$ cat config.mk
export PLATFORM = sky130hd
export DESIGN_NAME = uart_tx_mmio_flat
export DESIGN_NICKNAME = d
export VERILOG_FILES = /design/src/rtl/uart_tx_mmio_if.sv /design/src/rtl/uart_tx_mmio.sv /design/src/flat_wrapper.sv
export SDC_FILE = /design/constraint.sdc
export NUM_CORES = 1
export LEC_CHECK = 0
export BUFFER_PORTS_ARGS = -buffer_cell sky130_fd_sc_hd__buf_4
export CAP_MARGIN = 20
export CORE_AREA = 2 2 96 98
export CTS_CLUSTER_SIZE = 20
export DETAILED_ROUTE_END_ITERATION = 16
export DIE_AREA = 0 0 98 100
export PLACE_DENSITY = 0.86
export SLEW_MARGIN = 15
export SYNTH_ARGS = -nofsm -noshare
export SYNTH_HDL_FRONTEND = slang
export SYNTH_SLANG_ARGS = --single-unit
export TNS_END_PERCENT = 30
$ cat constraint.sdc
create_clock -name clk -period 8.96 [get_ports clk]
set_clock_uncertainty 0.05 [all_clocks]
set_input_delay 1.792 -clock clk [delete_from_list [all_inputs] [get_ports clk]]
set_output_delay 1.792 -clock clk [all_outputs]
set_load 0.02 [all_outputs]
$ cat src/rtl/uart_tx_mmio_if.sv
// CPU data-bus port of the memory-mapped UART transmitter.
// One-cycle request strobe, registered read data.
interface uart_tx_mmio_if;
    logic        bus_req;
    logic        bus_we;
    logic [3:0]  bus_addr;
    logic [31:0] bus_wdata;
    logic [31:0] bus_rdata;

    modport master (
        output bus_req, bus_we, bus_addr, bus_wdata,
        input  bus_rdata
    );

    modport slave (
        input  bus_req, bus_we, bus_addr, bus_wdata,
        output bus_rdata
    );
endinterface

$ cat src/rtl/uart_tx_mmio.sv
// Memory-mapped 8N1 UART transmitter: TXDATA/STATUS registers, byte FIFO,
// and a shift FSM that serialises bytes LSB-first at CLK_DIV clocks per bit.
module uart_tx_mmio #(
    parameter int CLK_DIV    = 434,
    parameter int FIFO_DEPTH = 8
) (
    input  logic          clk,
    input  logic          rst_n,
    uart_tx_mmio_if.slave bus,
    output logic          uart_tx,
    output logic          tx_irq
);
    localparam int PTR_W = $clog2(FIFO_DEPTH);
    localparam int CNT_W = PTR_W + 1;
    localparam logic [15:0]      BAUD_LAST = 16'(CLK_DIV - 1);
    localparam logic [CNT_W-1:0] CNT_FULL  = CNT_W'(FIFO_DEPTH);
    localparam logic [1:0]       REG_TXDATA = 2'd0;
    localparam logic [1:0]       REG_STATUS = 2'd1;

    typedef enum logic [1:0] {
        S_IDLE,
        S_START,
        S_DATA,
        S_STOP
    } state_t;

    logic [7:0]       fifo_mem [FIFO_DEPTH];
    logic [PTR_W-1:0] wr_ptr;
    logic [PTR_W-1:0] rd_ptr;
    logic [CNT_W-1:0] count;
    logic             overflow;

    state_t           state;
    logic [15:0]      baud_cnt;
    logic [2:0]       bit_cnt;
    logic [7:0]       shreg;

    logic             wr_access;
    logic             rd_access;
    logic             push;
    logic             push_ok;
    logic             pop;
    logic             clr_ovf;
    logic             full;
    logic             empty;
    logic             busy;
    logic             baud_end;
    logic [31:0]      status;
    logic             unused_bits;

    assign wr_access = bus.bus_req & bus.bus_we;
    assign rd_access = bus.bus_req & ~bus.bus_we;
    assign push      = wr_access & (bus.bus_addr[3:2] == REG_TXDATA);
    assign clr_ovf   = wr_access & (bus.bus_addr[3:2] == REG_STATUS) & bus.bus_wdata[3];

    assign full     = (count == CNT_FULL);
    assign empty    = (count == '0);
    // Full is the pre-edge value, so a push into a full FIFO is dropped even
    // when the FSM pops on the same edge.
    assign push_ok  = push & ~full;
    assign baud_end = (baud_cnt == BAUD_LAST);
    assign pop      = ~empty & ((state == S_IDLE) | ((state == S_STOP) & baud_end));
    assign busy     = (state != S_IDLE);
    assign tx_irq   = empty & ~busy;

    assign status = {23'd0, 5'(count), overflow, busy, empty, full};

    assign unused_bits = ^{bus.bus_addr[1:0], bus.bus_wdata[31:8]};

    // NOTE: storage array carries no reset; only pointers and count define validity.
    always_ff @(posedge clk) begin
        if (push_ok) begin
            fifo_mem[wr_ptr] <= bus.bus_wdata[7:0];
        end
    end

    // NOTE: all sequential state uses non-blocking assignments so every block
    // sees the pre-edge values of the others.
    always_ff @(posedge clk or negedge rst_n) begin
        if (!rst_n) begin
            wr_ptr   <= '0;
            rd_ptr   <= '0;
            count    <= '0;
            overflow <= 1'b0;
        end else begin
            if (push_ok) begin
                wr_ptr <= wr_ptr + PTR_W'(1);
            end
            if (pop) begin
                rd_ptr <= rd_ptr + PTR_W'(1);
            end
            case ({push_ok, pop})
                2'b10:   count <= count + CNT_W'(1);
                2'b01:   count <= count - CNT_W'(1);
                default: count <= count;
            endcase
            if (clr_ovf) begin
                overflow <= 1'b0;
            end
            if (push & full) begin
                overflow <= 1'b1;
            end
        end
    end

    always_ff @(posedge clk or negedge rst_n) begin
        if (!rst_n) begin
            state    <= S_IDLE;
            baud_cnt <= '0;
            bit_cnt  <= '0;
            shreg    <= '0;
            uart_tx  <= 1'b1;
        end else begin
            case (state)
                S_IDLE: begin
                    if (pop) begin
                        shreg    <= fifo_mem[rd_ptr];
                        state    <= S_START;
                        baud_cnt <= '0;
                        uart_tx  <= 1'b0;
                    end
                end
                S_START: begin
                    if (baud_end) begin
                        state    <= S_DATA;
                        baud_cnt <= '0;
                        bit_cnt  <= '0;
                        uart_tx  <= shreg[0];
                        shreg    <= {1'b0, shreg[7:1]};
                    end else begin
                        baud_cnt <= baud_cnt + 16'd1;
                    end
                end
                S_DATA: begin
                    if (baud_end) begin
                        baud_cnt <= '0;
                        if (bit_cnt == 3'd7) begin
                            state   <= S_STOP;
                            uart_tx <= 1'b1;
                        end else begin
                            bit_cnt <= bit_cnt + 3'd1;
                            uart_tx <= shreg[0];
                            shreg   <= {1'b0, shreg[7:1]};
                        end
                    end else begin
                        baud_cnt <= baud_cnt + 16'd1;
                    end
                end
                S_STOP: begin
                    if (baud_end) begin
                        baud_cnt <= '0;
                        // Chain straight into the next start bit to avoid an idle gap.
                        if (pop) begin
                            shreg   <= fifo_mem[rd_ptr];
                            state   <= S_START;
                            uart_tx <= 1'b0;
                        end else begin
                            state <= S_IDLE;
                        end
                    end else begin
                        baud_cnt <= baud_cnt + 16'd1;
                    end
                end
                default: state <= S_IDLE;
            endcase
        end
    end

    always_ff @(posedge clk or negedge rst_n) begin
        if (!rst_n) begin
            bus.bus_rdata <= '0;
        end else if (rd_access) begin
            case (bus.bus_addr[3:2])
                REG_STATUS: bus.bus_rdata <= status;
                default:    bus.bus_rdata <= '0;
            endcase
        end
    end
endmodule

$ cat src/flat_wrapper.sv
// flat-port wrapper written by rule: the top's interface ports become plain ports
module uart_tx_mmio_flat 
#(
    parameter int CLK_DIV    = 434,
    parameter int FIFO_DEPTH = 8
)
  (clk, rst_n, uart_tx, tx_irq, bus_bus_req, bus_bus_we, bus_bus_addr, bus_bus_wdata, bus_bus_rdata);
  uart_tx_mmio_if bus_i ();
  input  logic clk;
  input  logic rst_n;
  output logic uart_tx;
  output logic tx_irq;
  input wire logic [$bits(bus_i.bus_req)-1:0] bus_bus_req;
  input wire logic [$bits(bus_i.bus_we)-1:0] bus_bus_we;
  input wire logic [$bits(bus_i.bus_addr)-1:0] bus_bus_addr;
  input wire logic [$bits(bus_i.bus_wdata)-1:0] bus_bus_wdata;
  output wire logic [$bits(bus_i.bus_rdata)-1:0] bus_bus_rdata;
  assign bus_i.bus_req = bus_bus_req;
  assign bus_i.bus_we = bus_bus_we;
  assign bus_i.bus_addr = bus_bus_addr;
  assign bus_i.bus_wdata = bus_bus_wdata;
  assign bus_bus_rdata = bus_i.bus_rdata;
  uart_tx_mmio #(.CLK_DIV(CLK_DIV), .FIFO_DEPTH(FIFO_DEPTH)) u_core (.clk(clk), .rst_n(rst_n), .bus(bus_i), .uart_tx(uart_tx), .tx_irq(tx_irq));
endmodule
# == After elaboration in Yosys (flattened, before gate mapping) ==
# Memory sizes are Yosys's and may differ from the RTL's.
# Cells that the tools add are included.
# totals
regBits,73
mem_count,1
word_cells,91
out_inout_bits,34
in_bits,40
ramBits,64
# classes
muxes,32
eq_ne,15
add_sub_neg,6
n_bitwise,15
n_reduce_logical,12
# mem_list
memory,words,word_bits,read_ports,rd_clocked_by_memory_dff,wr,line,text
u_core.fifo_mem,8,8,1,0,1,uart_tx_mmio.sv:27,logic [7:0] fifo_mem [FIFO_DEPTH];
# op_table
cell,n
8-bit 2-to-1 mux,6
16-bit 2-to-1 mux,2
16-bit one-hot mux with 2 select lines,1
8-bit one-hot mux with 4 select lines,1
16-bit by 1-bit adder with 16-bit output (second input constant),1
16-bit by 9-bit == test with 1-bit output (second input constant),1
1-bit bitwise AND,10
1-bit 2-to-1 mux,10
2-bit 2-to-1 mux,5
2-bit by 1-bit != test with 1-bit output (second input constant),5
3-bit by 1-bit adder with 3-bit output (second input constant),3
3-bit 2-to-1 mux,3
2-bit one-hot mux with 4 select lines,1
4-bit one-hot mux with 2 select lines,1
4-bit AND reduction,2
2-bit nonzero test,4
2-bit by 1-bit == test with 1-bit output (second input constant),3
2-bit == test (second input constant),3
3-bit one-hot mux with 2 select lines,1
5-bit AND reduction,1
4-bit by 1-bit adder with 4-bit output (second input constant),1
4-bit == test (second input constant),1
2-bit logical NOT,2
4-bit logical NOT,1
8 further kinds,11

# == Depth between registers and ports, before layout ==
# logic_depth
depth_word,7
depth_mapped,13
ltp_nobuf,12

# == Least setup slack after synthesis ==
# No wires, ideal clock.
# synth_timing
path_kind,input-to-reg
startpoint,input port bus_bus_addr[3]
endpoint,register u_core.count[2]
path_slack_ps,4766
n_path_buf,1
stages,11
t_required_ps,8830
arrival_ps,4064
cell_sequence,nand3b_1 nor3_1 clkinv_1 ha_1 clkbuf_1 xor2_1 ha_1 nor3b_1 mux2_2 nor4_1 xnor2_1
# synth_via
elab_chain_cells,5
elab_cells_between_ends,7
cone_classes,2 x eq/ne; 1 x mux; 2 x bitwise; 2 x reduce/logical
# synth_lines
item,line,text
from (decl),flat_wrapper.sv:15,input wire logic [$bits(bus_i.bus_addr)-1:0] bus_bus_addr;
2-bit logical NOT (*),uart_tx_mmio.sv:53,assign push = wr_access & (bus.bus_addr[3:2] == REG_TXDATA);
1-bit bitwise AND (*),uart_tx_mmio.sv:53,
1-bit bitwise AND (*),uart_tx_mmio.sv:60,assign push_ok = push & ~full;
2-bit by 1-bit == test with 1-bit output or 2-bit == test (tied branches),uart_tx_mmio.sv:92,"case ({push_ok, pop})"
4-bit one-hot mux with 2 select lines or 2-bit nonzero test (tied branches),n/a,
to (signal assigned),uart_tx_mmio.sv:93,2'b10: count <= count + CNT_W'(1);
to (signal assigned),uart_tx_mmio.sv:94,2'b01: count <= count - CNT_W'(1);
to (signal assigned),uart_tx_mmio.sv:95,default: count <= count;
to (decl),uart_tx_mmio.sv:30,logic [CNT_W-1:0] count;
# Mark *: on every way between the ends. The rest lies on a longest branch, timed or not.
# A chain may end at the register's enable or synchronous reset.

# == Final worst setup path ==
# layout_timing
startpoint,register u_core.count[0]
endpoint,output port tx_irq
# layout_via
elab_chain_cells,2
# layout_lines
item,line,text
4-bit logical NOT,uart_tx_mmio.sv:57,assign empty = (count == '0);
1-bit bitwise AND,uart_tx_mmio.sv:64,assign tx_irq = empty & ~busy;
to (decl),flat_wrapper.sv:12,output logic tx_irq;
# Every way passes these cells.

==> summary.md <==
| Metric | Value |
|---|---|
| RSZ-0062 raised after global routing | false |
| Max cap viols | 0 |
| Fmax | about 0.22 GHz |
| CP Max Fanout | 12 |
| Arrival time of the worst setup path | roughly 2.7 ns |
| Initial antenna violation count | 0 |
| Final #Nets | 481 |
| First-pass GRT wire length | 17900 um |
| Worst path buffer plus inverter count | 2 |
| CP Class | flop to output pin |
| Synth Instances | 402 |
| DP Worst Slack | 4.25 ns |
| Endpoint class of the critical path | output pin |
| Power per cell area | 322 nW/um^2 |
| FF+latch count, synth | 113 |
| Worst hold path type | flop to flop |
| Tmin final | 4.50 ns |
| Lkg Pwr | 2.37 nW |
| Syn Area/Cell | 13.2 um^2 |
| Fraction of the yosys area taken by sequential cells | 0.593 |
| Setup violators final | 0 |
| Setup Buffers After CTS | 0 |
| Rows | 35 |
| Vias | approximately 3400 |
| Worst path cell trace | nor4_1, nand2_1, inv_1, buf_4 |
| Clk buf depth | 2 |
| TritonRoute pass-1 iters | 5 |
| Reg2Reg Setup Slack | between 5 and 6 ns |
| Worst Max-Slew Pin Slew | 0.979 ns |
| Outcome | finished, final reports clean |
| Root Buffer | clkbuf_8 |
| Ranking of synthesized cells by area | edfxtp_1 36%, dfrtp_1 23%, mux4_2 6.8% |
| Number of global-route vias before repair | 3510 |
| Slew HR | 0.345 |
| DP HPWL | 6540 um |
| Wire per inst | 20.0 um |
| Largest net degree at the start of global routing | 50 |
| Core area | 8890 um^2 |
| Layout cell share with drive strength beyond 1 | 0.197 |
| Cts-stage hold buffer count | 0 |
| Chip Height | 100 um |
| Worst setup SP type | flop |
| Area growth, synth to finish | 14.0% |
| Port Buffers | 23 |
| Drt initial violations | 260 |
| Clock insertion delay at the later pin of the skew report | slightly above 0.5 ns |
| Fillcell total | 582 |
| GRT overflow | 0 |
| Final Cycle Share | 0.502 |
| Layout Utilization | 0.681 |
| CTS clk-pin slew, worst paths | 0.06 ns |
| Final WS setup | 4.46 ns |
| CP peak stage delay | 0.62 ns |
| GPL Wtd Cong | about 0.8 |
| Data required, critical path | 7.12 ns |
| Die X | 98 um |
| EDFF count, synth | 64 |
| Post-synth top area share | 0.362 |
| Starting Density | 0.597 |
| Die area | 9800 um^2 |
| Remaining antenna violation count | 0 |
| Final Max Tran Viols | 0 |
| # resized after CTS | 0 |
| Main flop type after synthesis | edfxtp_1 |
| Distinct cell type count after synthesis | 53 |
| Power Total | 1.95 mW |
| Slowest-stage cell, CP | nor4_1 |
| TNS Setup | 0 ns |
| Post-synthesis cell area | approximately 5300 um^2 |
| Number of H-tree levels | 4 |
| ANT cells | 0 |
| Final WL | 11000 um |
| Total GRT Usage | 0.242 |
| Cell accounting for the most synthesized area | edfxtp_1 |
| # IOs | 74 |
| CP top delay family | simple AND/OR/NAND/NOR gates |
| Final hold violation count | 0 |
| DR DRC count | 0 |
| Fraction of registers with async set/reset | 0.434 |
| Synth Warn # | 0 |
| CTS Sinks | 113 |
| CTS buffer count | 17 |
| Vias per cell | 6.22 |
| Max IR drop VDD | 0.169 mV |
| TritonCTS clock tree | built |
-- worst register-to-register path, stage by stage (launching register included) --
cell and delay [ns]:
dfrtp_1 0.47, nor4b_1 0.53, a41oi_1 0.27, nor2_1 0.52
ha_1 0.44, xor2_1 0.18, ha_1 0.21, nor3b_1 0.07
mux2_2 0.28, nor4_1 0.32, xnor2_1 0.16
-- registers in the layout, indices dropped and copies added, names as in the netlist --
register	cells
u_core.overflow	1
u_core.uart_tx	1
u_core.baud_cnt	16
u_core.fifo_mem	64
u_core.state	2
u_core.bit_cnt	3
u_core.count	4
u_core.shreg	8
u_core.bus.bus_rdata	8
u_core.rd_ptr	3
u_core.wr_ptr	3
-- layout by cell type (no fill, tap or decap), drive strengths merged, types with 2 or more instances in the layout --
master	n
a21o	2
a21oi	2
a22o	8
a31oi	5
and3	2
and4	2
buf	26
clkbuf	17
clkinv	5
conb	24
dfrtp	48
edfxtp	64
ha	13
inv	18
mux2	11
mux2i	9
mux4	16
nand2	40
nand2b	6
nand3	10
nand3b	2
nand4	7
nor2	11
nor3	9
nor3b	3
nor4	8
nor4b	3
o21ai	38
o22ai	3
o311ai	2
or4b	2
xnor2	5
xor2	6
-- where the power goes --
part	leakage, nW	total [mW]	internal [mW]	switching, mW
clock	0.283	0.653	0.382	0.271
sequential	1.21	0.748	0.625	0.124
combinational	0.884	0.546	0.257	0.289
-- cell usage after synthesis, types with 2 or more instances --
cell,instances
edfxtp_1,64
dfrtp_1,48
nand2_1,40
o21ai_0,37
buf_4,25
mux4_2,16
ha_1,13
nor2_1,11
clkbuf_1,10
nand3_1,10
inv_1,9
mux2i_1,9
nor3_1,9
a22o_1,8
mux2_1,8
nand4_1,7
nor4_1,7
nand2b_1,6
xor2_1,6
a31oi_1,5
xnor2_1,5
buf_1,3
mux2_2,3
nor3b_1,3
nor4b_1,3
o22ai_1,3
a21o_1,2
a21oi_1,2
and3_1,2
and4_1,2
buf_2,2
buf_6,2
nand3b_1,2
-- final cells by class --
cell class	count	area (um^2)	area share
inverter	10	37.5	0.00620
timing repair buffer	26	195	0.0323
clock buffer	17	414	0.0684
sequential	113	3150	0.521
clock inverter	15	166	0.0275
tap	111	139	0.0229
multi-input combinational	260	1950	0.322
-- routing by layer --
metal  track usage  vias to the layer above  wire length (um)
li1              -                     1533                 -
met1         0.298                     1723              4400
met5             0                        -                 0
met3        0.0543                       27               652
met2         0.416                      148              5730
met4         0.100                        0               237
-- kinds of logic after synthesis --
group / Yosys count / synth area share
buf+inv: 52 / 0.0577
mux: 36 / 0.108
xor+xnor: 11 / 0.0181
fa+ha+maj: 13 / 0.0306
compound gates: 68 / 0.0839
simple gates: 108 / 0.107
other cells: 1 / 0.000706
flops: 113 / 0.593
-- through the flow --
| step | std cells | instance area [um^2] | hold slack (ns) |
|---|---|---|---|
| floorplan | 425 | 5400 | 0.401 |
| global placement | 520 | 5470 | 0.418 |
| detailed placement | 520 | 5470 | 0.428 |
| CTS | 552 | 6050 | 0.446 |
| global route | 552 | 6050 | 0.465 |
| finish | 552 | 6050 | 0.449 |
-- worst paths after layout --
path / to / cells after the start / startpoint
max in group asynchronous: u_core.rd_ptr[0] / 1 / rst_n
min in group asynchronous: u_core.baud_cnt[9] / 1 / rst_n
worst min-delay path: u_core.shreg[3] / 1 / u_core.shreg[3]
worst max register to register: u_core.count[2] / 10 / u_core.baud_cnt[6]
worst min register to register: u_core.shreg[3] / 1 / u_core.shreg[3]
worst max-delay path: tx_irq / 4 / u_core.count[0]
No activity file was read; power rests on OpenSTA's default activity.
